### src/rtl/ece453_avmm_master_if.sv
// Command/response and Avalon-MM bus bundle for ece453_avmm_master.
interface ece453_avmm_master_if;
    localparam int unsigned ADDR_W = 5;
    localparam int unsigned DATA_W = 32;
    localparam int unsigned BE_W   = 4;

    logic              cmd_valid;
    logic              cmd_ready;
    logic              cmd_write;
    logic [ADDR_W-1:0] cmd_address;
    logic [DATA_W-1:0] cmd_writedata;
    logic [BE_W-1:0]   cmd_byteenable;

    logic              rsp_valid;
    logic [DATA_W-1:0] rsp_readdata;
    logic              rsp_error;

    logic [ADDR_W-1:0] master_address;
    logic              master_read;
    logic              master_write;
    logic [DATA_W-1:0] master_writedata;
    logic [BE_W-1:0]   master_byteenable;
    logic [DATA_W-1:0] master_readdata;
    logic              master_waitrequest;

    // Bridge side: accepts commands, drives the Avalon-MM master signals.
    modport master (
        input  cmd_valid, cmd_write, cmd_address, cmd_writedata, cmd_byteenable,
        input  master_readdata, master_waitrequest,
        output cmd_ready, rsp_valid, rsp_readdata, rsp_error,
        output master_address, master_read, master_write, master_writedata, master_byteenable
    );

    // Environment side: issues commands and acts as the Avalon-MM slave.
    modport slave (
        output cmd_valid, cmd_write, cmd_address, cmd_writedata, cmd_byteenable,
        output master_readdata, master_waitrequest,
        input  cmd_ready, rsp_valid, rsp_readdata, rsp_error,
        input  master_address, master_read, master_write, master_writedata, master_byteenable
    );
endinterface

### src/rtl/ece453_avmm_master.sv
// Single-outstanding Avalon-MM master: turns one local command into one bus
// transfer with a wait-cycle timeout, and reports the result as a one-cycle pulse.
module ece453_avmm_master #(
    parameter int unsigned TIMEOUT = 255
) (
    input  logic                        clk,
    input  logic                        reset,
    ece453_avmm_master_if.master        bus,
    output logic [15:0]                 txn_count
);
    localparam int unsigned ADDR_W = 5;
    localparam int unsigned DATA_W = 32;
    localparam int unsigned BE_W   = 4;
    localparam int unsigned WAIT_W = 8;
    localparam int unsigned TXN_W  = 16;

    // Abort fires on the stall that would bring the wait counter up to TIMEOUT.
    localparam logic [WAIT_W-1:0] WAIT_LAST = WAIT_W'(TIMEOUT - 1);

    typedef enum logic [1:0] {
        IDLE = 2'd0,
        XFER = 2'd1,
        RESP = 2'd2
    } state_t;

    state_t              state_q, state_d;
    logic [WAIT_W-1:0]   wait_q, wait_d;
    logic                cmd_ready_q, cmd_ready_d;
    logic                rsp_valid_q, rsp_valid_d;
    logic [DATA_W-1:0]   rsp_readdata_q, rsp_readdata_d;
    logic                rsp_error_q, rsp_error_d;
    logic [ADDR_W-1:0]   addr_q, addr_d;
    logic                read_q, read_d;
    logic                write_q, write_d;
    logic [DATA_W-1:0]   wdata_q, wdata_d;
    logic [BE_W-1:0]     be_q, be_d;
    logic [TXN_W-1:0]    txn_q, txn_d;

    // State and registered outputs.
    always_ff @(posedge clk) begin
        if (reset) begin
            state_q        <= IDLE;
            wait_q         <= '0;
            cmd_ready_q    <= 1'b1;
            rsp_valid_q    <= 1'b0;
            rsp_readdata_q <= '0;
            rsp_error_q    <= 1'b0;
            addr_q         <= '0;
            read_q         <= 1'b0;
            write_q        <= 1'b0;
            wdata_q        <= '0;
            be_q           <= '0;
            txn_q          <= '0;
        end else begin
            state_q        <= state_d;
            wait_q         <= wait_d;
            cmd_ready_q    <= cmd_ready_d;
            rsp_valid_q    <= rsp_valid_d;
            rsp_readdata_q <= rsp_readdata_d;
            rsp_error_q    <= rsp_error_d;
            addr_q         <= addr_d;
            read_q         <= read_d;
            write_q        <= write_d;
            wdata_q        <= wdata_d;
            be_q           <= be_d;
            txn_q          <= txn_d;
        end
    end

    // Next-state and next-output logic.
    always_comb begin
        state_d        = state_q;
        wait_d         = wait_q;
        cmd_ready_d    = cmd_ready_q;
        rsp_valid_d    = 1'b0;
        rsp_readdata_d = rsp_readdata_q;
        rsp_error_d    = rsp_error_q;
        addr_d         = addr_q;
        read_d         = read_q;
        write_d        = write_q;
        wdata_d        = wdata_q;
        be_d           = be_q;
        txn_d          = txn_q;

        unique case (state_q)
            IDLE: begin
                cmd_ready_d = 1'b1;
                if (bus.cmd_valid) begin
                    state_d     = XFER;
                    cmd_ready_d = 1'b0;
                    wait_d      = '0;
                    addr_d      = bus.cmd_address;
                    read_d      = ~bus.cmd_write;
                    write_d     = bus.cmd_write;
                    wdata_d     = bus.cmd_write ? bus.cmd_writedata : '0;
                    be_d        = bus.cmd_write ? bus.cmd_byteenable : {BE_W{1'b1}};
                end
            end
            XFER: begin
                if (!bus.master_waitrequest) begin
                    // Completion takes priority over a timeout in the same cycle.
                    state_d        = RESP;
                    rsp_valid_d    = 1'b1;
                    rsp_error_d    = 1'b0;
                    rsp_readdata_d = read_q ? bus.master_readdata : '0;
                    read_d         = 1'b0;
                    write_d        = 1'b0;
                    txn_d          = txn_q + TXN_W'(1);
                end else begin
                    wait_d = wait_q + WAIT_W'(1);
                    if (wait_q == WAIT_LAST) begin
                        state_d        = RESP;
                        rsp_valid_d    = 1'b1;
                        rsp_error_d    = 1'b1;
                        rsp_readdata_d = '0;
                        read_d         = 1'b0;
                        write_d        = 1'b0;
                    end
                end
            end
            RESP: begin
                state_d     = IDLE;
                cmd_ready_d = 1'b1;
            end
            default: begin
                state_d     = IDLE;
                cmd_ready_d = 1'b1;
                read_d      = 1'b0;
                write_d     = 1'b0;
            end
        endcase
    end

    assign bus.cmd_ready         = cmd_ready_q;
    assign bus.rsp_valid         = rsp_valid_q;
    assign bus.rsp_readdata      = rsp_readdata_q;
    assign bus.rsp_error         = rsp_error_q;
    assign bus.master_address    = addr_q;
    assign bus.master_read       = read_q;
    assign bus.master_write      = write_q;
    assign bus.master_writedata  = wdata_q;
    assign bus.master_byteenable = be_q;
    assign txn_count             = txn_q;
endmodule

### src/flat_wrapper.sv
// flat-port wrapper written by rule: the top's interface ports become plain ports
module ece453_avmm_master_flat 
#(
    parameter int unsigned TIMEOUT = 255
)
  (clk, reset, txn_count, bus_cmd_valid, bus_cmd_write, bus_cmd_address, bus_cmd_writedata, bus_cmd_byteenable, bus_master_readdata, bus_master_waitrequest, bus_cmd_ready, bus_rsp_valid, bus_rsp_readdata, bus_rsp_error, bus_master_address, bus_master_read, bus_master_write, bus_master_writedata, bus_master_byteenable);
  ece453_avmm_master_if bus_i ();
  input  logic clk;
  input  logic reset;
  output logic [15:0] txn_count;
  input wire logic [$bits(bus_i.cmd_valid)-1:0] bus_cmd_valid;
  input wire logic [$bits(bus_i.cmd_write)-1:0] bus_cmd_write;
  input wire logic [$bits(bus_i.cmd_address)-1:0] bus_cmd_address;
  input wire logic [$bits(bus_i.cmd_writedata)-1:0] bus_cmd_writedata;
  input wire logic [$bits(bus_i.cmd_byteenable)-1:0] bus_cmd_byteenable;
  input wire logic [$bits(bus_i.master_readdata)-1:0] bus_master_readdata;
  input wire logic [$bits(bus_i.master_waitrequest)-1:0] bus_master_waitrequest;
  output wire logic [$bits(bus_i.cmd_ready)-1:0] bus_cmd_ready;
  output wire logic [$bits(bus_i.rsp_valid)-1:0] bus_rsp_valid;
  output wire logic [$bits(bus_i.rsp_readdata)-1:0] bus_rsp_readdata;
  output wire logic [$bits(bus_i.rsp_error)-1:0] bus_rsp_error;
  output wire logic [$bits(bus_i.master_address)-1:0] bus_master_address;
  output wire logic [$bits(bus_i.master_read)-1:0] bus_master_read;
  output wire logic [$bits(bus_i.master_write)-1:0] bus_master_write;
  output wire logic [$bits(bus_i.master_writedata)-1:0] bus_master_writedata;
  output wire logic [$bits(bus_i.master_byteenable)-1:0] bus_master_byteenable;
  assign bus_i.cmd_valid = bus_cmd_valid;
  assign bus_i.cmd_write = bus_cmd_write;
  assign bus_i.cmd_address = bus_cmd_address;
  assign bus_i.cmd_writedata = bus_cmd_writedata;
  assign bus_i.cmd_byteenable = bus_cmd_byteenable;
  assign bus_i.master_readdata = bus_master_readdata;
  assign bus_i.master_waitrequest = bus_master_waitrequest;
  assign bus_cmd_ready = bus_i.cmd_ready;
  assign bus_rsp_valid = bus_i.rsp_valid;
  assign bus_rsp_readdata = bus_i.rsp_readdata;
  assign bus_rsp_error = bus_i.rsp_error;
  assign bus_master_address = bus_i.master_address;
  assign bus_master_read = bus_i.master_read;
  assign bus_master_write = bus_i.master_write;
  assign bus_master_writedata = bus_i.master_writedata;
  assign bus_master_byteenable = bus_i.master_byteenable;
  ece453_avmm_master #(.TIMEOUT(TIMEOUT)) u_core (.clk(clk), .reset(reset), .bus(bus_i), .txn_count(txn_count));
endmodule
### config.mk
export PLATFORM = sky130hd
export DESIGN_NAME = ece453_avmm_master_flat
export DESIGN_NICKNAME = d
export VERILOG_FILES = /design/src/rtl/ece453_avmm_master_if.sv /design/src/rtl/ece453_avmm_master.sv /design/src/flat_wrapper.sv
export SDC_FILE = /design/constraint.sdc
export NUM_CORES = 1
export LEC_CHECK = 0
export CORE_MARGIN = 2
export CORE_UTILIZATION = 45
export DETAILED_ROUTE_END_ITERATION = 10
export MAX_ROUTING_LAYER = met4
export PLACE_DENSITY = 0.9
export RECOVER_POWER = 50
export SYNTH_ARGS = -nofsm -noshare
export SYNTH_HDL_FRONTEND = slang
export SYNTH_SLANG_ARGS = --single-unit
### constraint.sdc
create_clock -name clk -period 2.92 [get_ports clk]
set_input_delay 0.438 -clock clk [delete_from_list [all_inputs] [get_ports clk]]
set_output_delay 0.438 -clock clk [all_outputs]
set_load 0.01 [all_outputs]
# Yosys cells after proc, flatten, opt, wreduce, memory -nomap -nowiden
# Cells that the tools add are included.
[totals]
word_cells = 58
reg_bits = 104
out_inout_bits = 94
[classes]
n_addsub = 2
mux = 24
reduce_logical = 9
n_eq_ne = 7
n_bitwise = 4
[ops]
columns = ["operator", "count"]
rows = [
  ["two-way mux 32 bit", 4],
  ["adder 16 x 1 -> 16 bit (second input constant)", 1],
  ["two-way mux 8 bit", 2],
  ["case mux 8 bit (2 select lines)", 1],
  ["two-way mux 1 bit", 9],
  ["adder 8 x 1 -> 8 bit (second input constant)", 1],
  ["equality test 8 bit (second input constant)", 1],
  ["AND reduction 2 bit", 4],
  ["two-way mux 2 bit", 3],
  ["case mux 1 bit (3 select lines)", 2],
  ["AND reduction 3 bit", 2],
  ["two-way mux 4 bit", 1],
  ["!= test 2 bit (second input constant)", 2],
  ["NOT 1 bit", 4],
  ["case mux 2 bit (2 select lines)", 1],
  ["!= test 3 x 2 -> 1 bit (second input constant)", 1],
  ["equality test 2 x 1 -> 1 bit (second input constant)", 1],
  ["equality test 2 bit (second input constant)", 1],
  ["logical NOT 2 bit", 1],
  ["!= test 2 x 1 -> 1 bit (second input constant)", 1],
  ["case mux 1 bit (2 select lines)", 1],
  ["nonzero test 2 bit", 1],
  ["OR reduction 2 bit", 1],
]

# Depth between registers and ports, before layout
# Gate-level depths: netlist of run 1.
[depth]
word_depth = 4
ltp_mapped = 7
depth_no_buf = 6

# Least setup slack after synthesis of run 1
# Ideal clock, no wire load.
[synth_path]
path_type = "input -> register"
from = "input port bus_master_waitrequest"
to = "register u_core.txn_q[15] (netlist: u_core.txn_count[15])"
required_time_ns = 2.849
slack_ns = 0.793
stages = 6
arrival_ns = 2.057
setup_ns = 0.071
n_path_buf = 2
path_cell_list = "buf_6 or3b_1 buf_6 or4_4 or3_1 a21oi_1"
[synth_via]
elab_chain_len = 2
[synth_rtl]
columns = ["element", "line", "text"]
rows = [
  ["from (decl)", "flat_wrapper.sv:17", "input wire logic [$bits(bus_i.master_waitrequest)-1:0] bus_master_waitrequest;"],
  ["NOT 1 bit (no source line)", "n/a", ""],
  ["AND reduction 2 bit (no source line)", "n/a", ""],
  ["to (signal assigned)", "ece453_avmm_master.sv:66", "txn_q <= txn_d;"],
  ["to (decl)", "ece453_avmm_master.sv:37", "logic [TXN_W-1:0] txn_q, txn_d;"],
]
# No other way between the ends.
# A chain may end at the register's enable or synchronous reset.

# Worst setup path after layout of run 1
[layout_path]
from = "input port bus_master_waitrequest"
to = "register u_core.txn_q[14] (netlist: u_core.txn_count[14])"
# Same word-level chain as after synthesis.

==> results of run 1 <==
layout by cell type, fill, tap and decap left out, types with 2 or more instances in the layout:
cell,count
ha_1,3
mux2_2,2
nand3b_1,2
xnor2_1,10
buf_4,9
clkdlybuf4s50_1,92
clkbuf_8,10
or3b_1,2
nor3b_1,7
dlygate4sd3_1,78
a22o_1,21
o21ai_0,35
nand2b_1,4
clkbuf_1,5
nor2b_1,3
nand3_1,20
nor3_1,11
a21oi_1,58
or3_1,5
nor4_1,2
dfxtp_1,104
nand2_1,62
xor2_1,5
inv_1,4
nand4_1,4
o21ai_1,2
nor2_1,27
nor4b_1,2
critical path, cell delays in order:
cell,delay (ns)
dlygate4sd3_1,0.57
or3b_1,0.50
nor4_1,0.60
nand3_1,0.20
mux2_2,0.31
registers in the layout (all words and copies together) (netlist names):
signal and count:
u_core.bus.master_writedata 32, u_core.bus.rsp_readdata 32, u_core.txn_count 16, u_core.wait_q 8
u_core.bus.master_address 5, u_core.bus.master_byteenable 4, u_core.state_q 2, u_core.bus.cmd_ready 1
u_core.bus.master_read 1, u_core.bus.master_write 1, u_core.bus.rsp_error 1, u_core.bus.rsp_valid 1
power by group:
part | internal, mW | switching (mW)
sequential | 1.46 | 0.0240
clock | 0.416 | 0.453
combinational | 0.179 | 0.151
per-stage QoR:
stage | util, % | power (mW) | area [sq um]
floorplan | - | 1.64 | 3890
global placement | 68.5 | 1.85 | 5680
detailed placement | 68.5 | 1.86 | 5680
CTS | 70.7 | 2.71 | 5870
global route | 70.5 | 2.79 | 5850
finish | 70.5 | 2.68 | 5850
kinds of logic after synthesis:
group / Yosys count
DFF: 104
AOI/OAI and AO/OA: 121
buffers and inverters: 37
xor gates and xnor gates: 15
adders and majority gates: 3
and+or+nand+nor: 157
muxes: 3
worst max-delay path by stage:
| stage | slack, ns | depth (start not counted) | endpoint |
|---|---|---|---|
| 6_report | 0.54 | 5 | u_core.txn_count[14] |
| 5_1_grt | 0.42 | 5 | u_core.txn_count[14] |
| 4_1_cts | 0.64 | 4 | u_core.txn_count[14] |
| 3_5_place_dp | 0.36 | 5 | u_core.txn_count[12] |
| 3_3_place_gp | 0.39 | 5 | u_core.txn_count[15] |
| 2_1_floorplan | 0.79 | 6 | u_core.txn_count[15] |
cell type report:
| class | instances | area [sq um] |
|---|---|---|
| multi-input combinational | 299 | 1650 |
| timing repair buffer | 183 | 1790 |
| tap | 105 | 131 |
| clock buffer | 12 | 145 |
| clock inverter | 3 | 42.5 |
| inverter | 4 | 15.0 |
| sequential | 104 | 2080 |
| fill | 624 | 2440 |
per-layer routing:
layer | up-vias | GRT usage (%) | share of wire [%]
li1 | 1841 | - | -
met1 | 1817 | 27.4 | 40
met2 | 141 | 40.9 | 51
met3 | 26 | 4.99 | 5.6
met4 | 0 | 9.43 | 2.7
met5 | - | - | 0
==> results.toml, run 1 <==
[run_status]
status = "completed"

[global_routing]
antenna_found_initial = 0
grt_pass1_vias = 3884
grt_pass1_wl_mm = 18.3
grt-ovfl-total = 0
track_usage_pct = 23.9
grt_start_max_net_pins = 37

[detailed_routing]
drc = 0
num_vias = 3825
drtAntennaViolNets = 0
via_per_inst = 5.39
drt-initial-drc-count = 117
avgRoutedWirePerCell_um = 15.7
dr.pass1.iters = 5
routed_wl_mm = 11.1

[die]
ios = 172
die-area_sq_um = 9400
row_count = 33
core_sq_um = 8300
dieHeight_um = 96.9
start_util_pct = 46.8
die_w_um = 96.9

[place]
numPortBuffers = 171
dp_slack_ns = 0.359
dp_hpwl_mm = 8.06
place_congestion = 0.877
dpl.cell_count = 695

[clocking]
cts_tree = "yes"
cts_buffers = 9
cts_resized = 0
insertion_delay_ns = 0.34
post_cts_buffers = 0
htreeDepth = 3
clock_tree.buffer_depth = 2
clk_pin_slew_ns = 0.10
holdBufCountCts = 0
cts_sinks = 104
cts_root_buf = "clkbuf_8"

[setup_path]
cp-start-kind = "input port"
cp_data_required_time_ns = 3.16
crit_path_max_fanout = 10
critical_path_class = "input port to register"
crit_path_start = "bus_master_waitrequest"
r2r_cells = 4
end_kind = "register"
r2r_end = "u_core.txn_count[14]"
rr_startpoint = "u_core.state_q[0]"
arrival_ns = 2.62
reg2reg_slack_ns = 0.68

[logic_synthesis]
synth.distinct_cells = 39
synth_xor_area_share_pct = 3.38
seq_area_frac_synth_pct = 53.6
avgSynthCellArea_sq_um = 8.84
synth_top_area_share_pct = 53.6
synth_mux_area_share_pct = 0.837
synthAdderAreaFrac_pct = 0.966
synthFlopType = "dfxtp_1"
synth_top_family_by_area = "simple AND/OR/NAND/NOR gates"
synth.net_count = 521
synth_compound_area_share_pct = 17.9
synth_area_sq_um = 3890
yosys_warnings = 0
synth_commonest_cells = "dfxtp_1, nand2_1, a21oi_1"
synthTopCellsByArea = "dfxtp_1, a21oi_1, nand2_1, a22o_1, o21ai_0"
synth-edff-count = 0
synth-seq-cells = 104
synth_top_cell_by_area = "dfxtp_1"
async_flop_share_pct = 0
synth_most_common_cell = "dfxtp_1"
yosys.area_share.simple_pct = 19.3
syn-instance-count = 440

[sta]
clock_skew_ns = 0.0101
fin_crit_ns = 2.38
tightest_slew_ns = 1.02
setup_tns_ns = 0
slew_violations = 0
rsz0062_at_grt = "false"
setup_viol = 0
slew_headroom_pct = 32.2
finalHoldViolations = 0
timing.fmax_mhz = 421
whs_ns = 0.456
setup_slack_ns = 0.545
fin_crit_sh_pct = 81.3

[power]
vdd_drop_max_mv = 0.312
p_leak_nw = 2.24
powerDensity_nw_per_um2 = 458

[worst_hold_path]
hp-class = "register to register"
worstHoldEndpoint = "u_core.bus.master_address[0]"
worstHoldStart = "u_core.bus.master_address[0]"
min_path_cells = 2

[cells_and_area]
nNetsFinal = 682
syn_to_final_growth_pct = 50.6
drive_gt1_share_pct = 4.63
finalNonFillerCells = 710
antenna_cells = 0

[job]
cap_violations = 0
No activity file was read; power rests on OpenSTA's default activity.
==> run 2, diff against run 1 <==
Settings changed: CORE_UTILIZATION 45 to 38, PLACE_DENSITY 0.9 to 0.82.
Clock period 2.92 ns to 1.9 ns, I/O delays scaled along.
==> run 2 against run 1 <==
  * Via count decreased by 1.3%
  * Critical path depth unchanged
  * Design area increased by 2.0%
  * Utilization is 10 points lower
  * Register-to-register slack got worse by 0.54 ns
  * Total power rose by 51%
  * Combinational power is 61% higher
  * Clock skew rose by 0.0020 ns
  * Setup slack worse by 0.43 ns
  * Sequential cell count did not move
  * Non-clock buffer count rose by 10
  * Sequential share of layout area decreased by 0.67 points
==> results.toml, run 2 (synthesis gave the netlist of run 1 again) <==
[detailed_routing]
routed_wl_mm = 11.2
met3_length_um = 553
wl_met1_mm = 4.62
dr_wl_met2_mm = 5.69
dr.pass1.iters = 4
drc = 0
avgRoutedWirePerCell_um = 15.0
drtAntennaViolNets = 0
topRoutingLayerUsed = "met4"
num_vias = 3774
via_per_inst = 5.05
drt-initial-drc-count = 174

[place]
numPortBuffers = 171
dpl_cell_area_sq_um = 5830
place_congestion = 0.794
dp_slack_ns = -0.243
dp_hpwl_mm = 8.20

[setup_path]
critPathMaxStageDelay_ns = 0.46
worst-path-buf-inv = 1
cp.depth = 5
r2r_end = "u_core.txn_count[15]"
arrival_ns = 2.08
crit_path_start = "bus_master_waitrequest"
rr_startpoint = "u_core.state_q[1]"
critical_path_class = "input port to register"
crit_path_max_fanout = 5
crit_family = "simple AND/OR/NAND/NOR gates"
slowest_stage = "or4_4"
path_cells = "clkdlybuf4s50_1 -> or3b_1 -> or4_4 -> or3_1 -> a21oi_1"
endpoint = "u_core.txn_count[15]"
reg2reg_slack_ns = 0.14
end_kind = "register"
cp-start-kind = "input port"
r2r_cells = 4
cp_data_required_time_ns = 2.20

[job]
cap_violations = 0

[die]
dieHeight_um = 105
die_w_um = 105
die-area_sq_um = 11100
ios = 172
start_util_pct = 39.4
core_sq_um = 9860
row_count = 36

[global_routing]
grt_pass1_wl_mm = 18.4
grt-ovfl-total = 0
track_usage_pct = 21.1
antenna_found_initial = 0
grt_start_max_net_pins = 37
grt_pass1_vias = 3795

[sta]
fin_crit_sh_pct = 93.9
fin_crit_ns = 1.79
slew_violations = 0
tightest_slew_ns = 0.524
slew_headroom_pct = 65.0
setup_viol = 0
finalHoldViolations = 0
clock_skew_ns = 0.0121
rsz0062_at_grt = "false"
timing.fmax_mhz = 560
setup_slack_ns = 0.115

[run_status]
status = "completed"

[clocking]
cts_root_buf = "clkbuf_8"
cts_buffers = 9
cts_sinks = 104
cts_tree = "yes"
clk_pin_slew_ns = 0.10
post_cts_buffers = 0
clock_tree.buffer_depth = 2
htreeDepth = 3
insertion_delay_ns = 0.35

[cells_and_area]
antenna_cells = 0
stdcell_area_sq_um = 5970
drive_gt1_share_pct = 6.50
nNetsFinal = 692
syn_to_final_growth_pct = 53.6
final_cell_mix = "clkdlybuf4s50_1, dfxtp_1, dlygate4sd3_1"
layout_commonest_cell = "clkdlybuf4s50_1"

[power]
p_leak_nw = 2.25
powerDensity_nw_per_um2 = 676
vdd_drop_max_mv = 0.460

[worst_hold_path]
hp-class = "input port to register"
[run 2: cell types whose count changed in the layout (fill, tap and decap cells not counted), moves of 2 or more]
| cell | before | now |
|---|---|---|
| buf_4 | 9 | 13 |
| buf_12 | 0 | 2 |
| dlygate4sd3_1 | 78 | 65 |
| clkdlybuf4s50_1 | 92 | 105 |
[run 2: where the power goes]
group | leakage [nW] | internal [mW] | switching, mW
Clock | 0.0858 | 0.512 | 0.726
Sequential | 0.844 | 2.24 | 0.0318
Combinational | 1.32 | 0.292 | 0.238
Total | 2.25 | 3.04 | 0.996
[run 2: how the worst min path moves through the flow]
stage,start,end,slack [ns],depth (start not counted)
detailed placement,u_core.bus.master_writedata[2],u_core.bus.master_writedata[2],0.45,2
CTS,reset,u_core.state_q[0],0.22,2
floorplan,bus_cmd_write,u_core.bus.master_read,0.40,1
global route,reset,u_core.state_q[0],0.24,2
global placement,u_core.bus.master_writedata[10],u_core.bus.master_writedata[10],0.44,2
finish,reset,u_core.state_q[0],0.23,2
[run 2: through the flow]
step | util, % | setup TNS [ns] | power, mW | hold WS, ns | cells
floorplan | - | 0 | 2.53 | 0.405 | 440
global placement | 59.1 | -0.961 | 2.86 | 0.440 | 733
detailed placement | 59.1 | -1.82 | 2.88 | 0.446 | 733
CTS | 60.8 | 0 | 4.10 | 0.215 | 748
global route | 60.5 | 0 | 4.22 | 0.241 | 748
finish | 60.5 | 0 | 4.04 | 0.228 | 748
[run 2: layer usage]
metal  track usage (%)  up-vias
met2              34.8      120
met1              24.9     1770
met4              9.33        0
met5                 -        -
met3              4.24       30
li1                  -     1854
[run 2: area by class of cell]
class	instances	area (sq um)
clock buffer	11	141
clock inverter	4	30.0
fill	838	3890
inverter	4	15.0
multi-input combinational	299	1660
sequential	104	2080
tap	133	166
timing repair buffer	193	1880
[run 2: timing repair]
action	in CTS	in global routing
hold buffers	0	0
endpoints found under the setup margin	0	3
resized for setup	0	2
==> run 3, diff against run 2 <==
Settings changed: CTS_CLUSTER_SIZE set to 30.
==> results of run 3 <==
No change in the layout: final DEF, timing and power equal those of run 2.
==> patch: new RTL, flow settings as in run 3 <==
Take the reset off `rsp_readdata_q`, `addr_q`, `wdata_q` and `be_q` and load them in a clocked block of their own.
--- a/src/rtl/ece453_avmm_master.sv
+++ b/src/rtl/ece453_avmm_master.sv
@@ -43,28 +43,27 @@
             wait_q         <= '0;
             cmd_ready_q    <= 1'b1;
             rsp_valid_q    <= 1'b0;
-            rsp_readdata_q <= '0;
             rsp_error_q    <= 1'b0;
-            addr_q         <= '0;
             read_q         <= 1'b0;
             write_q        <= 1'b0;
-            wdata_q        <= '0;
-            be_q           <= '0;
             txn_q          <= '0;
         end else begin
             state_q        <= state_d;
             wait_q         <= wait_d;
             cmd_ready_q    <= cmd_ready_d;
             rsp_valid_q    <= rsp_valid_d;
-            rsp_readdata_q <= rsp_readdata_d;
             rsp_error_q    <= rsp_error_d;
-            addr_q         <= addr_d;
             read_q         <= read_d;
             write_q        <= write_d;
-            wdata_q        <= wdata_d;
-            be_q           <= be_d;
             txn_q          <= txn_d;
         end
+    end
+
+    always_ff @(posedge clk) begin
+        rsp_readdata_q <= rsp_readdata_d;
+        addr_q         <= addr_d;
+        wdata_q        <= wdata_d;
+        be_q           <= be_d;
     end
 
     // Next-state and next-output logic.
Check against the original RTL: not equivalent (a bounded check fails within 4 cycles, from zero or initial values and one cycle with reset high).
==> patch against run 3 <==
- register-to-register slack got worse by 0.05 ns
- maximum frequency fell by 1.1%
- clock power rose by 32%
- power rose by 19%
- combinational power rose by 10%
- synthesized area rose by 4.6%
- wire length fell by 15%
- sequential cell count did not move
- highest routed layer unchanged
- setup slack got worse by 0.020 ns
- design area rose by 5.3%
- sequential power rose by 14%
==> patch: results (changes against run 3) <==
Net count, final: 576 (-17%)
Vias: 2990 (-21%)
Layout cells sized above 1: 0.0720 (+0.00696)
Reg-to-reg critical path startpoint: u_core.txn_count[6]$_SDFFE_PP0P_
Slowest stage delay, CP: 0.51 ns (+0.05 ns)
R2R setup slack: 0.09 ns (-0.05 ns)
Clock skew: 0.00848 ns (-0.00363 ns)
GRT met1 Usage: 0.196 (-0.0524)
Synth Area per Inst: 13.1 sq um (+49%)
Largest net degree at the start of global routing: 39 (+5.4%)
Cell Pwr Density: 763 mW/mm^2 (+13%)
Drt initial violations: 86 (-51%)
Worst Setup EP: u_core.txn_count[13]$_SDFFE_PP0P_
Mux share of post-synthesis cell area: 0.00738 (-0.000986)
First-pass GRT wire length: 14900 um (-19%)
Gr usage total: 0.172 (-0.0393)
DR vias/cell: 4.70 (-6.8%)
Hold Crit Class: reg -> reg
Complex-gate fraction of the synthesized area: 0.0255 (-0.154)
Final GP Congestion: 0.833 (+5.0%)
Hold Crit Start: u_core.bus.rsp_error$_SDFFE_PP0P_
Logic pwr share: 0.122 (-0.009)
Final worst path period need: 1.81 ns (+0.0200 ns)
Global Route met2 Usage: 0.292 (-0.0567)
Max stage delay cell, worst path: or3_1
Sequential area share after synthesis: 0.691 (+0.156)
Share of Yosys cell area claimed by the top area cell type: 0.539 (+0.00335)
Synth Net Count: 391 (-25%)
Detailed placement HPWL: 7100 um (-13%)
Synth unique cells: 34 (-13%)
Synth Area in XOR/XNOR: 0.0366 (+0.00281)
Placed Cells: 620 (-15%)
Worst slew pin tran: 0.612 ns (+0.0884 ns)
Max VDD drop: 0.000472 V (+2.6%)
R2r endpoint: u_core.txn_count[13]$_SDFFE_PP0P_
Dpl ws: -0.0155 ns (+0.227 ns)
Status: finished clean
Hold_ws: 0.507 ns (+0.279 ns)
Critical path peak fanout: 8 (+3)
Adder-Cell Fraction of Synth Area: 0.00923 (-0.000428)
Routed len/inst: 15.1 um (+0.47%)
Critical Path Start: u_core.txn_count[6]$_SDFFE_PP0P_
## patch: tightest hold or removal path: stages (launching register included)
cell	delay, ns
dfxtp_1	0.32
nor2_1	0.10
nor3_1	0.05
## patch: layer usage
metal	wire, um	share of wire
met5	0	0
met3	638	0.066
met2	5030	0.52
met4	190	0.020
met1	3740	0.39
## patch: cell type report
class	instances	area [sq um]
multi-input cells	186	1180
flip-flops and latches	104	2810
repair buffers	189	1860
clock inverters	7	120
well taps	136	170
fillers	840	4080
clock buffers	9	124
inverters	5	18.8
## patch: logic make-up after synthesis
| logic type | Yosys count |
|---|---|
| and+or+nand+nor | 146 |
| buffers and inverters | 20 |
| xor gates and xnor gates | 17 |
| adders and majority gates | 3 |
| DFF | 104 |
| muxes | 3 |
| AOI/OAI and AO/OA | 17 |
